[src/rtl/spi_slave_bus_arbiter.sv]
// Round-robin arbiter between an SPI-slave burst requester (rq0) and a local requester (rq1)
// onto one shared memory port. Optional bus watchdog: define SPI_SLAVE_ARB_TIMEOUT_EN.
module spi_slave_bus_arbiter #(
  parameter int unsigned ADDR_STEP      = 4,
  parameter int unsigned TIMEOUT_CYCLES = 255
) (
  input  logic        axi_aclk,
  input  logic        axi_aresetn,
  input  logic [31:0] rq0_addr,
  input  logic        rq0_addr_valid,
  input  logic        rq0_rd_wr,
  input  logic        rq0_burst_end,
  input  logic [31:0] rq0_wdata,
  input  logic        rq0_wdata_valid,
  output logic        rq0_wdata_ready,
  output logic [31:0] rq0_rdata,
  output logic        rq0_rdata_valid,
  input  logic        rq0_rdata_ready,
  input  logic        rq1_req,
  output logic        rq1_gnt,
  input  logic        rq1_we,
  input  logic [31:0] rq1_addr,
  input  logic [31:0] rq1_wdata,
  output logic        rq1_rvalid,
  output logic [31:0] rq1_rdata,
  output logic        mem_req,
  input  logic        mem_gnt,
  output logic        mem_we,
  output logic [31:0] mem_addr,
  output logic [31:0] mem_wdata,
  input  logic        mem_rvalid,
  input  logic [31:0] mem_rdata,
  output logic        err_timeout
);

  typedef enum logic [1:0] {StIdle, StReq, StWait} state_e;

  state_e      state_q, state_d;
  logic        burst_active_q, burst_active_d;
  logic        burst_rd_q, burst_rd_d;
  logic [31:0] burst_addr_q, burst_addr_d;
  logic        last_rq1_q, last_rq1_d;
  logic        owner_rq1_q, owner_rq1_d;
  logic        owner_rd_q, owner_rd_d;
  logic        discard_q, discard_d;
  logic        mem_req_q, mem_req_d;
  logic        mem_we_q, mem_we_d;
  logic [31:0] mem_addr_q, mem_addr_d;
  logic [31:0] mem_wdata_q, mem_wdata_d;
  logic [31:0] rq0_rdata_q, rq0_rdata_d;
  logic        rq0_rdata_valid_q, rq0_rdata_valid_d;
  logic        rq0_wdata_ready_q, rq0_wdata_ready_d;
  logic        rq1_gnt_q, rq1_gnt_d;
  logic        rq1_rvalid_q, rq1_rvalid_d;
  logic [31:0] rq1_rdata_q, rq1_rdata_d;

  logic        rq0_elig, rq1_elig, pick_rq1;
  logic        tmo_fire, mem_done, resp_fire;
  logic [31:0] resp_data;

`ifdef SPI_SLAVE_ARB_TIMEOUT_EN
  logic [15:0] tmo_cnt_q;
  logic        err_q;

  assign tmo_fire    = (state_q != StIdle) && (tmo_cnt_q == 16'(TIMEOUT_CYCLES - 1));
  assign err_timeout = err_q;

  always_ff @(posedge axi_aclk or negedge axi_aresetn) begin
    if (!axi_aresetn) begin
      tmo_cnt_q <= '0;
      err_q     <= 1'b0;
    end else begin
      tmo_cnt_q <= (state_q == StIdle) ? '0 : tmo_cnt_q + 16'd1;
      if (tmo_fire) err_q <= 1'b1;
    end
  end
`else
  assign tmo_fire    = 1'b0;
  assign err_timeout = 1'b0;
`endif

  // Only evaluated in IDLE, where no rq0 beat can be in flight.
  assign rq0_elig  = burst_active_q && (burst_rd_q ? !rq0_rdata_valid_q : rq0_wdata_valid);
  assign rq1_elig  = rq1_req;
  assign pick_rq1  = rq1_elig && (!rq0_elig || !last_rq1_q);
  assign mem_done  = (state_q == StWait) && mem_rvalid;
  assign resp_fire = mem_done || tmo_fire;
  assign resp_data = mem_done ? mem_rdata : 32'hDEADBEEF;

  always_comb begin
    state_d           = state_q;
    burst_active_d    = burst_active_q;
    burst_rd_d        = burst_rd_q;
    burst_addr_d      = burst_addr_q;
    last_rq1_d        = last_rq1_q;
    owner_rq1_d       = owner_rq1_q;
    owner_rd_d        = owner_rd_q;
    discard_d         = discard_q;
    mem_req_d         = mem_req_q;
    mem_we_d          = mem_we_q;
    mem_addr_d        = mem_addr_q;
    mem_wdata_d       = mem_wdata_q;
    rq0_rdata_d       = rq0_rdata_q;
    rq0_rdata_valid_d = rq0_rdata_valid_q;
    rq0_wdata_ready_d = 1'b0;
    rq1_gnt_d         = 1'b0;
    rq1_rvalid_d      = 1'b0;
    rq1_rdata_d       = rq1_rdata_q;

    if (rq0_addr_valid) begin
      burst_active_d = 1'b1;
      burst_addr_d   = rq0_addr;
      burst_rd_d     = rq0_rd_wr;
    end else if (rq0_burst_end) begin
      burst_active_d = 1'b0;
    end

    if (rq0_burst_end || rq0_rdata_ready) rq0_rdata_valid_d = 1'b0;
    if ((state_q != StIdle) && !owner_rq1_q && rq0_burst_end) discard_d = 1'b1;

    unique case (state_q)
      StIdle: begin
        if (rq0_elig || rq1_elig) begin
          state_d     = StReq;
          mem_req_d   = 1'b1;
          owner_rq1_d = pick_rq1;
          last_rq1_d  = pick_rq1;
          if (pick_rq1) begin
            mem_we_d    = rq1_we;
            mem_addr_d  = rq1_addr;
            mem_wdata_d = rq1_wdata;
            owner_rd_d  = !rq1_we;
            discard_d   = 1'b0;
            rq1_gnt_d   = 1'b1;
          end else begin
            mem_we_d          = !burst_rd_q;
            mem_addr_d        = burst_addr_q;
            mem_wdata_d       = burst_rd_q ? '0 : rq0_wdata;
            owner_rd_d        = burst_rd_q;
            discard_d         = rq0_burst_end;
            rq0_wdata_ready_d = !burst_rd_q;
            // A fresh burst start in the same cycle keeps its own base address.
            if (!rq0_addr_valid) burst_addr_d = burst_addr_q + 32'(ADDR_STEP);
          end
        end
      end
      StReq: begin
        if (mem_gnt) begin
          mem_req_d = 1'b0;
          state_d   = StWait;
        end
      end
      StWait: ;
      default: state_d = StIdle;
    endcase

    if (resp_fire) begin
      state_d   = StIdle;
      mem_req_d = 1'b0;
      if (owner_rq1_q) begin
        rq1_rvalid_d = 1'b1;
        rq1_rdata_d  = resp_data;
      end else if (owner_rd_q && !discard_q && !rq0_burst_end) begin
        rq0_rdata_d       = resp_data;
        rq0_rdata_valid_d = 1'b1;
      end
    end
  end

  always_ff @(posedge axi_aclk or negedge axi_aresetn) begin
    if (!axi_aresetn) begin
      state_q           <= StIdle;
      burst_active_q    <= 1'b0;
      burst_rd_q        <= 1'b0;
      burst_addr_q      <= '0;
      last_rq1_q        <= 1'b1;
      owner_rq1_q       <= 1'b0;
      owner_rd_q        <= 1'b0;
      discard_q         <= 1'b0;
      mem_req_q         <= 1'b0;
      mem_we_q          <= 1'b0;
      mem_addr_q        <= '0;
      mem_wdata_q       <= '0;
      rq0_rdata_q       <= '0;
      rq0_rdata_valid_q <= 1'b0;
      rq0_wdata_ready_q <= 1'b0;
      rq1_gnt_q         <= 1'b0;
      rq1_rvalid_q      <= 1'b0;
      rq1_rdata_q       <= '0;
    end else begin
      state_q           <= state_d;
      burst_active_q    <= burst_active_d;
      burst_rd_q        <= burst_rd_d;
      burst_addr_q      <= burst_addr_d;
      last_rq1_q        <= last_rq1_d;
      owner_rq1_q       <= owner_rq1_d;
      owner_rd_q        <= owner_rd_d;
      discard_q         <= discard_d;
      mem_req_q         <= mem_req_d;
      mem_we_q          <= mem_we_d;
      mem_addr_q        <= mem_addr_d;
      mem_wdata_q       <= mem_wdata_d;
      rq0_rdata_q       <= rq0_rdata_d;
      rq0_rdata_valid_q <= rq0_rdata_valid_d;
      rq0_wdata_ready_q <= rq0_wdata_ready_d;
      rq1_gnt_q         <= rq1_gnt_d;
      rq1_rvalid_q      <= rq1_rvalid_d;
      rq1_rdata_q       <= rq1_rdata_d;
    end
  end

  assign mem_req         = mem_req_q;
  assign mem_we          = mem_we_q;
  assign mem_addr        = mem_addr_q;
  assign mem_wdata       = mem_wdata_q;
  assign rq0_rdata       = rq0_rdata_q;
  assign rq0_rdata_valid = rq0_rdata_valid_q;
  assign rq0_wdata_ready = rq0_wdata_ready_q;
  assign rq1_gnt         = rq1_gnt_q;
  assign rq1_rvalid      = rq1_rvalid_q;
  assign rq1_rdata       = rq1_rdata_q;

endmodule
[config.mk]
export PLATFORM = sky130hd
export DESIGN_NAME = spi_slave_bus_arbiter
export DESIGN_NICKNAME = d
export VERILOG_FILES = /design/src/rtl/spi_slave_bus_arbiter.sv
export SDC_FILE = /design/constraint.sdc
export NUM_CORES = 1
export LEC_CHECK = 0
export BUFFER_PORTS_ARGS = -buffer_cell sky130_fd_sc_hd__buf_2
export CAP_MARGIN = 30
export CORE_MARGIN = 3
export CORE_UTILIZATION = 24
export DETAILED_ROUTE_END_ITERATION = 16
export GPL_TIMING_DRIVEN = 0
export MAX_ROUTING_LAYER = met4
export PLACE_DENSITY_LB_ADDON = 0.1
export SYNTH_ARGS = -nofsm -noshare
export SYNTH_HDL_FRONTEND = slang
export SYNTH_SLANG_ARGS = --single-unit
[constraint.sdc]
create_clock -name axi_aclk -period 1.8 [get_ports axi_aclk]
set_input_delay 0.45 -clock axi_aclk [delete_from_list [all_inputs] [get_ports axi_aclk]]
set_output_delay 0.45 -clock axi_aclk [all_outputs]
set_load 0.02 [all_outputs]
### Word level (Yosys, flattened, before mapping)

Index checks and enable logic that the tools add are counted.

* word-level logic and storage cells: 89
* bits in registers: 174
* output and inout bits: 135
* input port bits: 171

* add/subtract/negate cells: 1
* mux-type cells: 37
* eq/ne operators: 5
* reduce and logical (&&, ||, !) cells: 27
* bitwise logic cells: 1

Operators with widths (count)
* $mux 32: 8
* $add 32x3->32 const B: 1
* $mux 1: 24
* $reduce_and 3->1: 3
* $logic_not 1->1: 8
* $logic_and 1x1->1: 7
* $mux 2: 3
* $ne 3x3->1 const B: 2
* $pmux 2 s3: 1
* $reduce_and 2->1: 2
* $reduce_bool 2->1: 2
* $logic_or 1x1->1: 3
* $reduce_bool 3->1: 1
* $eq 2x1->1 const B: 1
* $eq 2x2->1 const B: 1
* $logic_not 2->1: 1
* $ne 2x2->1 const B: 1
* $pmux 1 s2: 1
* $not 1->1: 1

### Longest topological paths before layout

* depth after elaboration: 9
* mapped depth: 7
* depth with buffers taken out: 6

### Least setup slack after synthesis

OpenSTA, ideal clock, no wires.

* kind: register to register
* from: register state_q[0]
* to: register burst_addr_q[20]
* required time: 1.718 ns
* path slack: -0.101 ns
* library setup time: 0.082 ns
* path buffers: 2
* period minus slack after synthesis: 1.901 ns
* stages on the path, launching flop included: 8
* arrival time: 1.819 ns
* cell sequence: dfrtp_1 -> buf_6 -> or2_1 -> buf_6 -> nor4_4 -> nand4bb_4 -> or3_1 -> a31oi_1

* longest elaborated chain between the ends: 2

Ends and longest elaborated chain
* start, declared: line 38 `state_e state_q, state_d;`
* start signal, assigned: line 172 `state_q <= StIdle;`
* start signal, assigned: line 191 `state_q <= state_d;`
* $logic_not 2->1: line 121 `unique case (state_q)`
* $mux 32: line 121
* via burst_addr_d[20]: line 41 `logic [31:0] burst_addr_q, burst_addr_d;`
* end signal, assigned: line 194 `burst_addr_q <= burst_addr_d;`
* end, declared: line 41

The timed path passes the listed nets, and every way through them passes these cells.
A chain may end at the register's enable or synchronous reset.

### Final worst setup path

* from: register burst_addr_q[17]
* to: register burst_addr_q[20]

* longest elaborated chain between the ends: 5

Ends and longest elaborated chain
* $add 32x3->32: line 143 `if (!rq0_addr_valid) burst_addr_d = burst_addr_q + 32'(ADDR_STEP);`
* $mux 32: line 143
* $mux 32: line 128 `if (pick_rq1) begin`
* $mux 32: line 123 `if (rq0_elig || rq1_elig) begin`
* $mux 32: line 121
* via burst_addr_d[20]: line 41

The timed path passes the listed nets, and every way through them passes these cells.

==> results.toml <==
[outcome]
outcome = "complete, but fails checks"
violations = "negative setup slack"

[die]
io_pins = 306
core_area_um2 = 31900
die_w_um = 187
dieArea_um2 = 34800
start_util = 0.246
die_h_um = 187
rows = 65

[timing]
fin_crit_ns = 1.91
tightestPinTransition_ns = 0.666
rsz0062_at_grt = "yes"
finalHoldViolCount = 0
fin_worst_hold_slack_ns = 0.0190
setup_slack_ns = -0.107
finClkSkew_ns = 0.0148
finalSetupViolCount = 45
min_period_over_period = 1.06
slew_headroom = 0.556
maxClockFrequency_ghz = 0.524
finalMaxSlewViolations = 0

[power_and_ir_drop]
irDropWorstVdd_mv = 0.639
comb_power_share = 0.448
power_density_nw_per_um2 = 1540
switchingPower_mw = 7.25
p_clk_frac = 0.209
switching_share = 0.397
intPower_mw = 11.0
seqPwrFrac = 0.343
p_leak_nw = 5.90

[worst_setup_path]
reg2reg_from = "burst_addr_q[17]"
path_class = "register to register"
worstPathRequired_ns = 2.16
crit_path_start_kind = "register"
path_max_fanout = 5
r2r_setup_slack_ns = -0.11
end_kind = "register"
worstRegToRegCells = 5
crit_start = "burst_addr_q[17]"
cp.arrival_ns = 2.27

[grt]
antenna_found_initial = 4
grt-ovfl-total = 0
grt_pass1_vias = 7349
grt_max_degree = 97
grt_usage = 0.166
grt_pass1_wl_um = 44000

[route]
drt_iter0_drc = 248
drc_errors = 0
vias_per_cell = 4.56
wl_per_cell_um = 18.8
vias = 6931
drt_wl_total_um = 28600
ant_nets = 0
first_pass_iters = 4

[cts]
root_buffer = "clkbuf_16"
htree_levels = 4
ctsLongestPathBuffers = 2
cts_made_buffers = 17
cts_tree = "built"
clkLatencyLatePin_ns = 0.44
clk_pin_slew_ns = 0.08
ctsHoldBuffers = 0
clock_sinks = 174

[yosys]
ys_seq_elements = 174
synthAdderAreaFrac = 0.00160
synthTopCellsByArea = "dfrtp_1, mux2_2, a21oi_1, a22o_1, a21o_1"
avgSynthCellArea_um2 = 11.3
synth-edff-count = 0
netlist_instances = 692
synth_flop_cell = "dfrtp_1"
synth_top_area_frac = 0.553
yosys.area_share.xor_xnor = 0.0280
synth_top_family_by_area = "compound AO/OA/AOI/OAI gates"
synth_top_cells_by_count = "dfrtp_1, mux2_2, a21oi_1, nand2_1, nor2_1"
yosysWarnings = 0
syn_area_um2 = 7830
yosys.area_share.simple = 0.133
yosysSeqAreaShare = 0.556
synth_most_common_cell = "dfrtp_1"
synth_compound_area_frac = 0.148
yosys.area.top_type = "dfrtp_1"
synth_nets = 864
ys_async_sr_fraction = 1.00
synth_cell_types = 54
synth.mux.area_fraction = 0.103

[cells_and_area]
area_growth_pct = 51.2
multiInputGateArea_um2 = 3780
fin_nets = 1241
n_fill_cell = 3307
drive_gt1_frac = 0.550
fin_util = 0.371
seqCellArea_um2 = 4380

[placed_design]
place_ws_ns = -0.777
gp_congestion = 0.773
dpl.hpwl_um = 20100
portBuffers = 303

[job]
drv_cap = 0

[min_path]
hold_class = "input pin to async pin"
[registers in the layout, summed over array words and instances, names as in the netlist]
signal	flops
rq1_gnt	1
mem_req	1
discard_q	1
rq0_rdata	32
owner_rd_q	1
rq0_rdata_valid	1
rq1_rvalid	1
burst_addr_q	32
burst_rd_q	1
mem_we	1
rq1_rdata	32
state_q	2
mem_wdata	32
rq0_wdata_ready	1
burst_active_q	1
last_rq1_q	1
owner_rq1_q	1
mem_addr	32
[power by group through the flow]
stage	Combinational (mW)	Clock (mW)	Sequential [mW]
final	8.18	3.82	6.26
after global routing	8.86	4.15	6.47
after CTS	7.60	3.98	6.27
after detailed placement	7.14	0	6.31
after global placement	7.11	0	6.29
after floorplan	2.81	0	7.86
[logic make-up (layout without fill, tap and decap cells)]
kind of cell | count (synthesis) | count (layout)
muxes | 72 | 72
other | 1 | 5
AOI/OAI and AO/OA | 177 | 177
xor gates and xnor gates | 25 | 25
and+or+nand+nor | 187 | 187
adders and majority gates | 1 | 1
DFF | 174 | 174
buffers and inverters | 55 | 445
[final cells by class]
cell class,count,share of cell area
diodes,4,0.000845
well taps,435,0.0460
repair buffers,361,0.180
inverters,9,0.00285
clock buffers,19,0.0366
flip-flops and latches,174,0.370
clock inverters,13,0.0129
multi-input cells,463,0.319
plain buffers,43,0.0325
[metrics by stage]
step	power (mW)	instance area, µm²	instances	TNS (ns)
floorplan	10.7	7850	692	-0.0830
global placement	13.4	9910	1430	-586.96
detailed placement	13.4	9950	1431	-76.59
CTS	17.8	11100	1483	-1.97
global route	19.5	11800	1521	-7.34
finish	18.3	11800	1521	-1.82
[worst paths after layout]
| path | to |
|---|---|
| min | mem_addr[13] |
| min in group axi_aclk | mem_addr[21] |
| min reg2reg | burst_addr_q[31] |
| max | burst_addr_q[20] |
| max in group asynchronous | rq1_rdata[21] |
| max reg2reg | burst_addr_q[20] |
[metal layers]
| layer | track usage | part of all wire | up-vias | wire [µm] |
|---|---|---|---|---|
| li1 | - | - | 3253 | - |
| met4 | 0.0337 | 0.0081 | 0 | 231 |
| met3 | 0.0532 | 0.066 | 13 | 1890 |
| met5 | - | 0 | - | 0 |
| met2 | 0.251 | 0.45 | 222 | 13000 |
| met1 | 0.218 | 0.47 | 3443 | 13500 |
[critical path: stages, from the launching register on]
cell and delay (ns):
dfrtp_1 0.45, nand4_1 0.15, or2_2 0.38, nand4bb_4 0.31, or3_1 0.38, a31oi_1 0.17
[timing repair]
action	CTS	global route
setup endpoints to repair	161	156
setup buffers	22	31
hold endpoints to repair	0	0
gates resized for setup	99	132
gates cloned	0	5
pin swaps	16	67
[layout by cell type (no fill, tap or decap), types with 7 or more instances in the layout]
master     instances
a21o_1            34
a21oi_1           32
a21oi_2           33
a22o_1            32
buf_12             7
buf_2            307
buf_4             43
buf_6             20
clkbuf_1          11
clkbuf_16         21
dfrtp_1          156
dfrtp_2           17
inv_1              8
mux2_2            68
nand2_1           47
nand3b_1          32
nand4_1           15
nor2_1            38
nor4_4            14
o21ai_0            9
o21ai_1           20
xnor2_1           13
xor2_1            11
(Power assumes the default switching activity.)
